==> config.mk <==
export PLATFORM = sky130hd
export DESIGN_NAME = shiftreg_seq
export DESIGN_NICKNAME = d
export VERILOG_FILES = /design/src/rtl/shiftreg_seq.sv
export SDC_FILE = /design/constraint.sdc
export NUM_CORES = 1
export LEC_CHECK = 0
export ABC_AREA = 1
export BUFFER_PORTS_ARGS = -buffer_cell sky130_fd_sc_hd__buf_2
export CORE_MARGIN = 1
export CORE_UTILIZATION = 52
export DETAILED_ROUTE_END_ITERATION = 10
export GPL_TIMING_DRIVEN = 0
export PLACE_DENSITY = 0.84
export SLEW_MARGIN = 20
export SYNTH_ARGS = -nofsm -noshare
export SYNTH_HDL_FRONTEND = slang
export SYNTH_SLANG_ARGS = --single-unit
==> constraint.sdc <==
create_clock -name clk -period 1.5 [get_ports clk]
set_input_delay 0 -clock clk [delete_from_list [all_inputs] [get_ports clk]]
set_output_delay 0 -clock clk [all_outputs]
set_load 0.005 [all_outputs]
==> src/rtl/shiftreg_seq.sv <==
// Serializes a word MSB-first into a DEPTH-stage shift register, flushes it with zeros and recaptures the returned stream.
// The result is valid WIDTH+DEPTH+1 cycles after input acceptance and is held until out_ready, followed by GAP idle cycles.
module shiftreg_seq #(
  parameter int WIDTH = 8,
  parameter int DEPTH = 4,
  parameter int GAP   = 2
) (
  input  logic             clk,
  input  logic             reset,
  input  logic [WIDTH-1:0] in_data,
  input  logic             in_valid,
  output logic             in_ready,
  input  logic             abort,
  output logic             s_out,
  output logic             shift_en,
  input  logic             s_in,
  output logic [WIDTH-1:0] out_data,
  output logic             out_valid,
  input  logic             out_ready,
  output logic             mismatch,
  output logic             busy
);

  localparam int TOTAL = WIDTH + DEPTH;
  localparam int CW    = $clog2(TOTAL + 1);
  localparam int GW    = $clog2(GAP + 2);
  localparam logic [CW-1:0] CNT_LAST  = CW'(TOTAL);
  localparam logic [CW-1:0] CAP_FIRST = CW'(DEPTH + 1);
  localparam logic [GW-1:0] GAP_LAST  = GW'(GAP);

  typedef enum logic [1:0] {S_IDLE, S_SHIFT, S_DONE, S_GAP} state_t;

  state_t           state_q, state_d;
  logic [CW-1:0]    cnt_q, cnt_d;
  logic [GW-1:0]    gcnt_q, gcnt_d;
  logic [WIDTH-1:0] tx_q, tx_d;
  logic [WIDTH-1:0] sh_q, sh_d;
  logic [WIDTH-1:0] cap_q, cap_d;
  logic [WIDTH-1:0] out_data_q, out_data_d;
  logic             in_ready_q, in_ready_d;
  logic             s_out_q, s_out_d;
  logic             shift_en_q, shift_en_d;
  logic             out_valid_q, out_valid_d;
  logic             mismatch_q, mismatch_d;
  logic             busy_q, busy_d;

  logic [WIDTH:0]   cap_ext;
  logic [WIDTH-1:0] cap_next;
  logic [WIDTH-1:0] sh_next;

  // Capture shifts LSB-in, so the first returned bit lands in the MSB.
  assign cap_ext  = {cap_q, s_in};
  assign cap_next = cap_ext[WIDTH-1:0];
  assign sh_next  = sh_q << 1;

  always_comb begin
    state_d     = state_q;
    cnt_d       = cnt_q;
    gcnt_d      = gcnt_q;
    tx_d        = tx_q;
    sh_d        = sh_q;
    cap_d       = cap_q;
    out_data_d  = out_data_q;
    in_ready_d  = in_ready_q;
    s_out_d     = s_out_q;
    shift_en_d  = shift_en_q;
    out_valid_d = out_valid_q;
    mismatch_d  = mismatch_q;

    case (state_q)
      S_IDLE: begin
        in_ready_d = 1'b1;
        if (in_valid && in_ready_q) begin
          tx_d       = in_data;
          sh_d       = in_data;
          cap_d      = '0;
          cnt_d      = CW'(1);
          s_out_d    = in_data[WIDTH-1];
          shift_en_d = 1'b1;
          in_ready_d = 1'b0;
          state_d    = S_SHIFT;
        end
      end
      S_SHIFT: begin
        if (abort) begin
          state_d    = S_IDLE;
          shift_en_d = 1'b0;
          s_out_d    = 1'b0;
          in_ready_d = 1'b1;
        end else begin
          if (cnt_q >= CAP_FIRST) cap_d = cap_next;
          if (cnt_q == CNT_LAST) begin
            state_d     = S_DONE;
            shift_en_d  = 1'b0;
            s_out_d     = 1'b0;
            out_valid_d = 1'b1;
            out_data_d  = cap_d;
            mismatch_d  = (cap_d != tx_q);
          end else begin
            cnt_d   = cnt_q + CW'(1);
            sh_d    = sh_next;
            s_out_d = sh_next[WIDTH-1];
          end
        end
      end
      S_DONE: begin
        if (abort) begin
          state_d     = S_IDLE;
          out_valid_d = 1'b0;
          mismatch_d  = 1'b0;
          in_ready_d  = 1'b1;
        end else if (out_ready) begin
          out_valid_d = 1'b0;
          mismatch_d  = 1'b0;
          if (GAP == 0) begin
            state_d    = S_IDLE;
            in_ready_d = 1'b1;
          end else begin
            state_d = S_GAP;
            gcnt_d  = GW'(1);
          end
        end
      end
      S_GAP: begin
        if (gcnt_q >= GAP_LAST) begin
          state_d    = S_IDLE;
          in_ready_d = 1'b1;
        end else begin
          gcnt_d = gcnt_q + GW'(1);
        end
      end
      default: state_d = S_IDLE;
    endcase

    busy_d = (state_d != S_IDLE);
  end

  always_ff @(posedge clk or posedge reset) begin
    if (reset) begin
      state_q     <= S_IDLE;
      cnt_q       <= '0;
      gcnt_q      <= '0;
      tx_q        <= '0;
      sh_q        <= '0;
      cap_q       <= '0;
      out_data_q  <= '0;
      in_ready_q  <= 1'b0;
      s_out_q     <= 1'b0;
      shift_en_q  <= 1'b0;
      out_valid_q <= 1'b0;
      mismatch_q  <= 1'b0;
      busy_q      <= 1'b0;
    end else begin
      state_q     <= state_d;
      cnt_q       <= cnt_d;
      gcnt_q      <= gcnt_d;
      tx_q        <= tx_d;
      sh_q        <= sh_d;
      cap_q       <= cap_d;
      out_data_q  <= out_data_d;
      in_ready_q  <= in_ready_d;
      s_out_q     <= s_out_d;
      shift_en_q  <= shift_en_d;
      out_valid_q <= out_valid_d;
      mismatch_q  <= mismatch_d;
      busy_q      <= busy_d;
    end
  end

  assign in_ready  = in_ready_q;
  assign s_out     = s_out_q;
  assign shift_en  = shift_en_q;
  assign out_data  = out_data_q;
  assign out_valid = out_valid_q;
  assign mismatch  = mismatch_q;
  assign busy      = busy_q;

endmodule

==> flow_summary.toml, run 1 <==
[status]
status = "finished, violations left"
violations = "negative setup slack"

[placed_design]
gp_congestion = 0.818
port_buffers = 27
hpwlAfterDp_um = 3660
postPlaceCellArea_sq_um = 2700

[yosys]
synth_nets = 325
ys_seq_area_share_pct = 47.5
synth_xor_area_share_pct = 0
synth_compound_area_share_pct = 14.1
ys_types = 27
synth-edff-count = 0
synth_seq_cells = 45
avgSynthCellArea_sq_um = 7.83
yosys.area_share.adder_pct = 4.22
synth_area_sq_um = 2370
yosys.area_share.simple_pct = 23.8
ys_warn_count = 0
synth_top_family_by_area = "simple AND/OR/NAND/NOR gates"
synthArstFlopShare_pct = 100
synth_mux_area_share_pct = 0.475
synthCells = 303
ys.flop_type = "dfrtp_1"

[timing]
worst_slack_ns = -0.512
setup_viol = 36
slew_headroom_pct = 77.1
fin_crit_sh_pct = 134
rsz0062_at_grt = "yes"
worst_pin_slew_ns = 0.343
fin_tns_setup_ns = -4.29
hold_violations = 0
slew_viol_final = 0
fin_crit_ns = 2.01
fmax_mhz = 497
skew_ns = 0.00688

[min_path]
min_path_type = "in -> reg"
hold_depth = 6
hold_start = "s_in"
min_to = "out_data[0]"

[power_and_ir_drop]
switching_share_pct = 47.3
p_int_uw = 4110
p_clk_share_pct = 12.1
p_switching_uw = 3690
power_frac_comb_pct = 61.5
p_leak_uw = 0.00183
power.density_nw_per_um2 = 2180
p_seq_share_pct = 26.4
vdd_drop_max_uv = 1390

[floorplanning]
die_w_um = 69.5
initial_core_util_pct = 54.5
coreArea_sq_um = 4350
die_h_um = 69.5
rows = 24
dieArea_sq_um = 4830
ioPinCount = 28

[final_layout]
drive_gt1_share_pct = 44.7
mostFrequentLayoutCell = "nand2_1"
mostFrequentLayoutCells = "nand2_1, dfrtp_1, inv_1"
diodes = 0
fillers = 232
stdcell_area_sq_um = 3580
area_growth_pct = 51.2
multi_input_area_sq_um = 1430
seq_area_sq_um = 1130
fin_nets = 406

[routing]
drtIter0Drc = 367
num_vias = 2621
antenna_left = 0
post-route-drc-count = 0
viasPerCell = 6.00
wl_per_cell_um = 19.2
drt_wl_total_um = 8370
firstDrtPassIters = 5

[setup_path]
cp.arrival_ns = 2.21
r2r_end = "mismatch"
path_delay_family = "simple AND/OR/NAND/NOR gates"
path_max_fanout = 5
reg2reg_from = "cnt_q[1]"
endpoint_kind = "flop"
cp-start-kind = "flop"
critical-path-max-stage-delay_ns = 0.41
slowest_stage = "dfrtp_1"
path_class = "reg -> reg"
regToRegSetupSlack_ns = -0.51
rr_worst_depth = 15
crit_top_cell = "nand2_1"
cp.required_ns = 1.70
crit_buf_inv = 3
crit_chain = "inv_2, ha_2, inv_2, nand2_2, nand2_4, buf_6, nand3_4, nand2_2, nand2_1, nand2_1, nand2_1, nor2_1, nand2_1, nand2_1, nand2_1"

[grt]
grt_pass1_wl_um = 10600
grt_usage_pct = 27.7
grt_pass1_vias = 2285
grt_max_degree = 32
antenna_found_initial = 0
gr-total-overflow = 0

[clocking]
clk_pin_slew_ns = 0.09
tritoncts = "done"
clk_latency_ns = 0.31
clockBufferDepth = 2
cts_root_buf = "clkbuf_8"
cts-htree-levels = 2
cts.sinks = 45
cts_made_buffers = 5

[run]
drv_cap = 0
-- flip-flops by register name (all words and copies together), names as in the netlist --
signal / flops
cap_q: 8
out_data: 8
tx_q: 8
sh_q: 7
cnt_q: 4
gcnt_q: 2
state_q: 2
busy: 1
in_ready: 1
mismatch: 1
out_valid: 1
s_out: 1
shift_en: 1
-- layout make-up --
class                      count  share of cell area [%]
clock buffer                   6                    2.02
sequential                    45                    31.4
timing repair buffer          74                    16.3
multi-input combinational    200                    39.8
tap                           52                    1.82
buffer                         5                    1.47
inverter                      53                    6.11
clock inverter                 2                    1.08
-- synth_stat cells (3+ instances only) --
library cell,number,share of area [%]
buf_2,3,0.63
dfrtp_1,45,47
ha_1,8,4.2
inv_1,51,8.1
nand2_1,91,14
nand3_1,25,5.3
nor2_1,8,1.3
nor3_1,5,1.1
o21ai_0,31,6.5
o21ai_2,7,2.6
o22ai_1,10,2.6
-- through the flow --
| step | worst slack, ns | hold slack, ns | total power, uW | util [%] | std cells |
|---|---|---|---|---|---|
| after floorplan | -0.00780 | 0.145 | 4180 | - | 303 |
| after global routing | -0.630 | 0.206 | 8200 | 82.3 | 437 |
| final | -0.512 | 0.192 | 7800 | 82.3 | 437 |
| after detailed placement | -0.272 | -0.0221 | 4850 | 62.1 | 383 |
| after CTS | -0.203 | 0.143 | 6510 | 72.9 | 419 |
| after global placement | -0.226 | 0.276 | 4700 | 61.6 | 382 |
-- power by group through the flow --
| stage | logic [uW] | clock network (uW) | registers (uW) |
|---|---|---|---|
| finish | 4800 | 944 | 2060 |
| CTS | 3620 | 925 | 1960 |
| floorplan | 2270 | 0 | 1910 |
| global route | 5120 | 982 | 2110 |
| global placement | 2750 | 0 | 1950 |
| detailed placement | 2870 | 0 | 1970 |
-- cell families (layout without fill, tap and decap cells) --
kind of cell | after synthesis | in the layout
AO/OA/AOI/OAI | 55 | 55
multiplexers | 1 | 1
adder cells (fa/ha/maj) | 8 | 8
buffers and inverters | 59 | 140
AND/OR/NAND/NOR | 135 | 136
flip-flops | 45 | 45
-- how the worst max path moves through the flow --
| stage | from | to | slack (ns) | cells past startpoint |
|---|---|---|---|---|
| 2_1_floorplan | state_q[1] | sh_q[1] | -0.008 | 10 |
| 3_5_place_dp | state_q[1] | out_data[6] | -0.27 | 8 |
| 5_1_grt | cnt_q[1] | mismatch | -0.63 | 15 |
| 6_report | cnt_q[1] | mismatch | -0.51 | 15 |
| 3_3_place_gp | state_q[1] | out_data[0] | -0.23 | 8 |
| 4_1_cts | cnt_q[1] | mismatch | -0.20 | 15 |
-- worst reg2reg max path, delay by kind of cell, from the launching register on --
family | cells | cell delay, ns
fa+ha+maj | 1 | 0.20
buf+inv | 3 | 0.32
simple gates | 11 | 1.00
flops | 1 | 0.41
-- timing repair --
action                                  in CTS  in global routing
setup buffers                               16                 18
hold buffers                                 9                  0
endpoints found under the setup margin      36                 45
hold endpoints to repair                    54                  0
gates cloned                                 3                  1
resized for setup                           41                 90
pin swaps                                   14                 23
-- layer usage --
metal  part of all wire (%)  routed length (um)  global-route usage, %
met1                     38                3180                   35.1
met2                     48                4000                   46.9
met3                    8.8                 738                   4.94
met4                    5.4                 454                   11.3
met5                      0                   0                      0
Note: power is estimated with default switching activity, not from simulation.
==> run 2: changes to the inputs <==
--- a/config.mk
+++ b/config.mk
@@ -7,6 +7,7 @@
 export LEC_CHECK = 0
 export ABC_AREA = 1
 export BUFFER_PORTS_ARGS = -buffer_cell sky130_fd_sc_hd__buf_2
+export CORE_ASPECT_RATIO = 2
 export CORE_MARGIN = 1
 export CORE_UTILIZATION = 52
 export DETAILED_ROUTE_END_ITERATION = 10
==> flow_summary.toml, run 2 (same netlist as run 1, synthesis figures left out) <==
[status]
status = "finished, violations left"
violations = "negative setup slack"

[timing]
worst_pin_slew_ns = 0.401
slew_viol_final = 0
fin_crit_sh_pct = 126
fin_crit_ns = 1.88
whs_ns = 0.0845
rsz0062_at_grt = "yes"
skew_ns = 0.00736
hold_violations = 0
slew_headroom_pct = 73.3
setup_viol = 28
fmax_mhz = 531
worst_slack_ns = -0.385

[grt]
use_met3_pct = 4.23
grt.busiest_layer = "met2"
grt_pass1_wl_um = 10500
gr-total-overflow = 0
grt_pass1_vias = 2410
grt_usage_pct = 28.3
globalRouteMet1Util_pct = 28.3
use_met2_pct = 52.9
antenna_found_initial = 0
grt_max_degree = 29

[final_layout]
fin_cells = 432
mostFrequentLayoutCell = "nand2_1"
mostFrequentLayoutCells = "nand2_1, dfrtp_1, inv_1"
seq_area_sq_um = 1130
diodes = 0
area_growth_pct = 46.4
drive_gt1_share_pct = 41.5
fin_nets = 399
multi_input_area_sq_um = 1380
fillers = 259

[floorplanning]
rows = 34
dieArea_sq_um = 4850
coreArea_sq_um = 4340
ioPinCount = 28
initial_core_util_pct = 54.6
die_h_um = 97.5
die_w_um = 49.7

[routing]
drtIter0Drc = 91
viasPerCell = 5.69
antenna_left = 0
num_vias = 2458
post-route-drc-count = 0
firstDrtPassIters = 4
wl_per_cell_um = 16.9
drt_wl_total_um = 7290

[power_and_ir_drop]
p_leak_uw = 0.00177
power_uw = 7230
vdd_drop_max_uv = 1410
power.density_nw_per_um2 = 2080

[clocking]
cts_made_buffers = 5
tritoncts = "done"
cts.sinks = 45
clockBufferDepth = 2
cts_root_buf = "clkbuf_8"
cts-htree-levels = 2
clk_latency_ns = 0.31
clk_pin_slew_ns = 0.10

[run]
drv_cap = 0

[setup_path]
cp.arrival_ns = 2.10
cp.required_ns = 1.71
cp-start-kind = "flop"
path_max_fanout = 5
endpoint_kind = "flop"
path_class = "reg -> reg"

[placed_design]
dp_cells = 385
gp_congestion = 0.912
port_buffers = 27
hpwlAfterDp_um = 3910
pre_cts_ws_ns = -0.333

[min_path]
min_path_type = "in -> reg"
run 2: area by class of cell:
type	count	share of cell area [%]
sequential	45	32.6
clock buffer	5	1.98
tap	54	1.95
clock inverter	3	0.829
multi-input combinational	200	39.8
inverter	53	6.38
buffer	4	1.30
timing repair buffer	68	15.2
run 2: path summary, 6_finish.rpt:
path	from	endpoint	slack, ns	cells past startpoint
worst max-delay path	cnt_q[0]	mismatch	-0.38	14
worst min-delay path	s_in	out_data[0]	0.08	5
worst max register to register	cnt_q[0]	mismatch	-0.38	14
worst min register to register	gcnt_q[0]	gcnt_q[0]	0.48	1
max in group asynchronous	reset	cnt_q[0]	0.80	4
min in group asynchronous	reset	sh_q[3]	0.21	3
run 2: worst max-delay path, stage by stage (launching register included):
cell,delay [ns]
dfrtp_2,0.46
inv_2,0.11
ha_4,0.15
nand2_2,0.07
nand2_4,0.12
buf_6,0.15
nand3_2,0.10
nand2_2,0.12
nand2_1,0.05
nand2_1,0.06
nand2_1,0.06
nor2_1,0.09
nand2_1,0.11
nand2_1,0.08
nand2_1,0.05
run 2: through the flow:
| step | setup TNS, ns | instance area, sq um | utilization [%] |
|---|---|---|---|
| detailed placement | -6.26 | 2710 | 62.3 |
| CTS | -1.75 | 3120 | 71.9 |
| floorplan | -0.0217 | 2480 | - |
| finish | -3.10 | 3470 | 80.0 |
| global route | -5.15 | 3470 | 80.0 |
| global placement | -10.72 | 2690 | 61.9 |
run 2: power by group:
part           internal [uW]  leakage [uW]  switching, uW
registers               1660      0.000569            381
clock network            352     0.0000511            479
logic                   1810       0.00115           2550
run 2: layer usage:
metal / wire [um] / vias up
li1: - / 1117
met1: 2430 / 1189
met2: 4060 / 109
met3: 380 / 43
met4: 416 / 0
met5: 0 / -
run 2: repair_timing:
item / CTS / global route
endpoints found under the hold margin: 40 / 0
pin swaps: 7 / 18
setup buffers: 14 / 14
resized for setup: 35 / 69
cloned: 3 / 1
hold buffers: 9 / 0
setup endpoints to repair: 36 / 45
==> run 3: changes to the inputs <==
--- a/config.mk
+++ b/config.mk
@@ -12,7 +12,7 @@
 export CORE_UTILIZATION = 52
 export DETAILED_ROUTE_END_ITERATION = 10
 export GPL_TIMING_DRIVEN = 0
-export PLACE_DENSITY = 0.84
+export PLACE_DENSITY_LB_ADDON = 0.2
 export SLEW_MARGIN = 20
 export SYNTH_ARGS = -nofsm -noshare
 export SYNTH_HDL_FRONTEND = slang
==> flow_summary.toml, run 3 (same netlist as run 1, synthesis figures left out) <==
[clocking]
tritoncts = "done"
cts-htree-levels = 2
clk_latency_ns = 0.31
clockBufferDepth = 2
cts_root_buf = "clkbuf_8"
cts_made_buffers = 5
cts.sinks = 45
clk_pin_slew_ns = 0.09

[setup_path]
path_class = "reg -> reg"
endpoint_kind = "flop"
cp.required_ns = 1.71
path_max_fanout = 5
cp-start-kind = "flop"
crit_chain = "inv_2, ha_4, nand2_4, nand2_8, buf_8, nand3_2, nand2_2, nand2_1, nand2_1, nand2_1, nor2_1, nand2_1, nand2_1, nand2_1"
crit_buf_inv = 2
path_delay_family = "simple AND/OR/NAND/NOR gates"
slowest_stage = "dfrtp_2"
cp.arrival_ns = 2.08
crit_top_cell = "nand2_1"
critical-path-max-stage-delay_ns = 0.46

[final_layout]
mostFrequentLayoutCell = "nand2_1"
fin_nets = 400
diodes = 0
mostFrequentLayoutCells = "nand2_1, dfrtp_1, inv_1"
drive_gt1_share_pct = 46.2
final_core_util_pct = 83.2
area_growth_pct = 52.3

[placed_design]
port_buffers = 27
hpwlAfterDp_um = 3920
gp_congestion = 0.888

[routing]
viasPerCell = 5.50
routed.top_layer = "met4"
drt_wl_total_um = 7560
firstDrtPassIters = 4
drtIter0Drc = 93
num_vias = 2381
antenna_left = 0
met2WireLength_um = 4260
wl_per_cell_um = 17.4
post-route-drc-count = 0
wl_met1_um = 2600
wl_met3_um = 274

[timing]
fmax_mhz = 536
hold_violations = 0
skew_ns = 0.00610
worst_pin_slew_ns = 0.440
setup_viol = 34
fin_crit_sh_pct = 124
whs_ns = 0.110
slew_headroom_pct = 70.4
slew_viol_final = 0
rsz0062_at_grt = "yes"
fin_crit_ns = 1.87
worst_slack_ns = -0.367

[power_and_ir_drop]
p_leak_uw = 0.00181
power.density_nw_per_um2 = 2130
vdd_drop_max_uv = 1680

[run]
drv_cap = 0

[grt]
antenna_found_initial = 0
grt_max_degree = 31
grt_pass1_wl_um = 10200
grt_pass1_vias = 2238
grt_usage_pct = 28.2
gr-total-overflow = 0

[floorplanning]
dieArea_sq_um = 4850
rows = 34
die_h_um = 97.5
initial_core_util_pct = 54.6
ioPinCount = 28
coreArea_sq_um = 4340
die_w_um = 49.7

[status]
status = "finished, violations left"
violations = "negative setup slack"

[min_path]
min_path_type = "in -> reg"
## run 3: cell count changes in the layout (fill, tap and decap cells not counted), moves of 3 or more
cell and delta:
buf_6 -3, clkinv_4 +3, inv_1 -4, inv_2 +4, inv_6 -3, nand2_1 -9, nand2_2 +7, nand3_1 -5
nand3_4 +4, o21ai_1 +5, o21ai_2 -3
## run 3: cell type report
class,count,area [sq um]
plain buffers,5,53.8
fillers,261,728
multi-input cells,200,1480
clock buffers,5,68.8
flip-flops and latches,45,1130
clock inverters,3,22.5
repair buffers,68,571
well taps,54,67.6
inverters,53,221
## run 3: final timing paths
| path | startpoint | to | slack (ns) | cells after the start |
|---|---|---|---|---|
| setup / recovery | cnt_q[0] | mismatch | -0.37 | 14 |
| hold / removal | s_in | out_data[0] | 0.11 | 5 |
| setup reg to reg | cnt_q[0] | mismatch | -0.37 | 14 |
| hold reg to reg | out_valid | out_valid | 0.48 | 2 |
| max in group asynchronous | reset | state_q[1] | 0.82 | 4 |
| min in group asynchronous | reset | tx_q[4] | 0.19 | 3 |
## run 3: stage by stage
step	total power [uW]	setup WS, ns	instance area [sq um]	setup TNS, ns	std cells
5_1_grt	8130	-0.410	3610	-5.06	433
4_1_cts	6270	-0.200	3130	-1.44	419
3_3_place_gp	4750	-0.339	2690	-12.58	384
2_1_floorplan	4180	-0.00780	2480	-0.0217	303
6_report	7700	-0.367	3610	-3.73	433
3_5_place_dp	4840	-0.348	2710	-6.62	385
## run 3: timing repair
item                                   in CTS  in global routing
hold buffers                                9                  0
setup endpoints to repair                  37                 43
buffers inserted                           14                 15
gates resized for setup                    39                 97
endpoints found under the hold margin      54                  0
cloned                                      3                  1
pin swaps                                  11                 28
## run 3: worst min-delay path: stages
cell	delay, ns
buf_2	0.10
inv_1	0.05
nand2_1	0.08
nand2_2	0.10
o21ai_1	0.07
## run 3: layer usage
layer  track usage [%]  up-vias
met1              28.7     1141
met2              50.3       90
met4              18.5        0
met5                 0        -
li1                  -     1115
met3              4.69       35
## run 3: report_power, final
part | switching [uW] | total [uW] | internal [uW]
sequential | 349 | 2010 | 1660
combinational | 2800 | 4890 | 2090
clock | 469 | 800 | 331
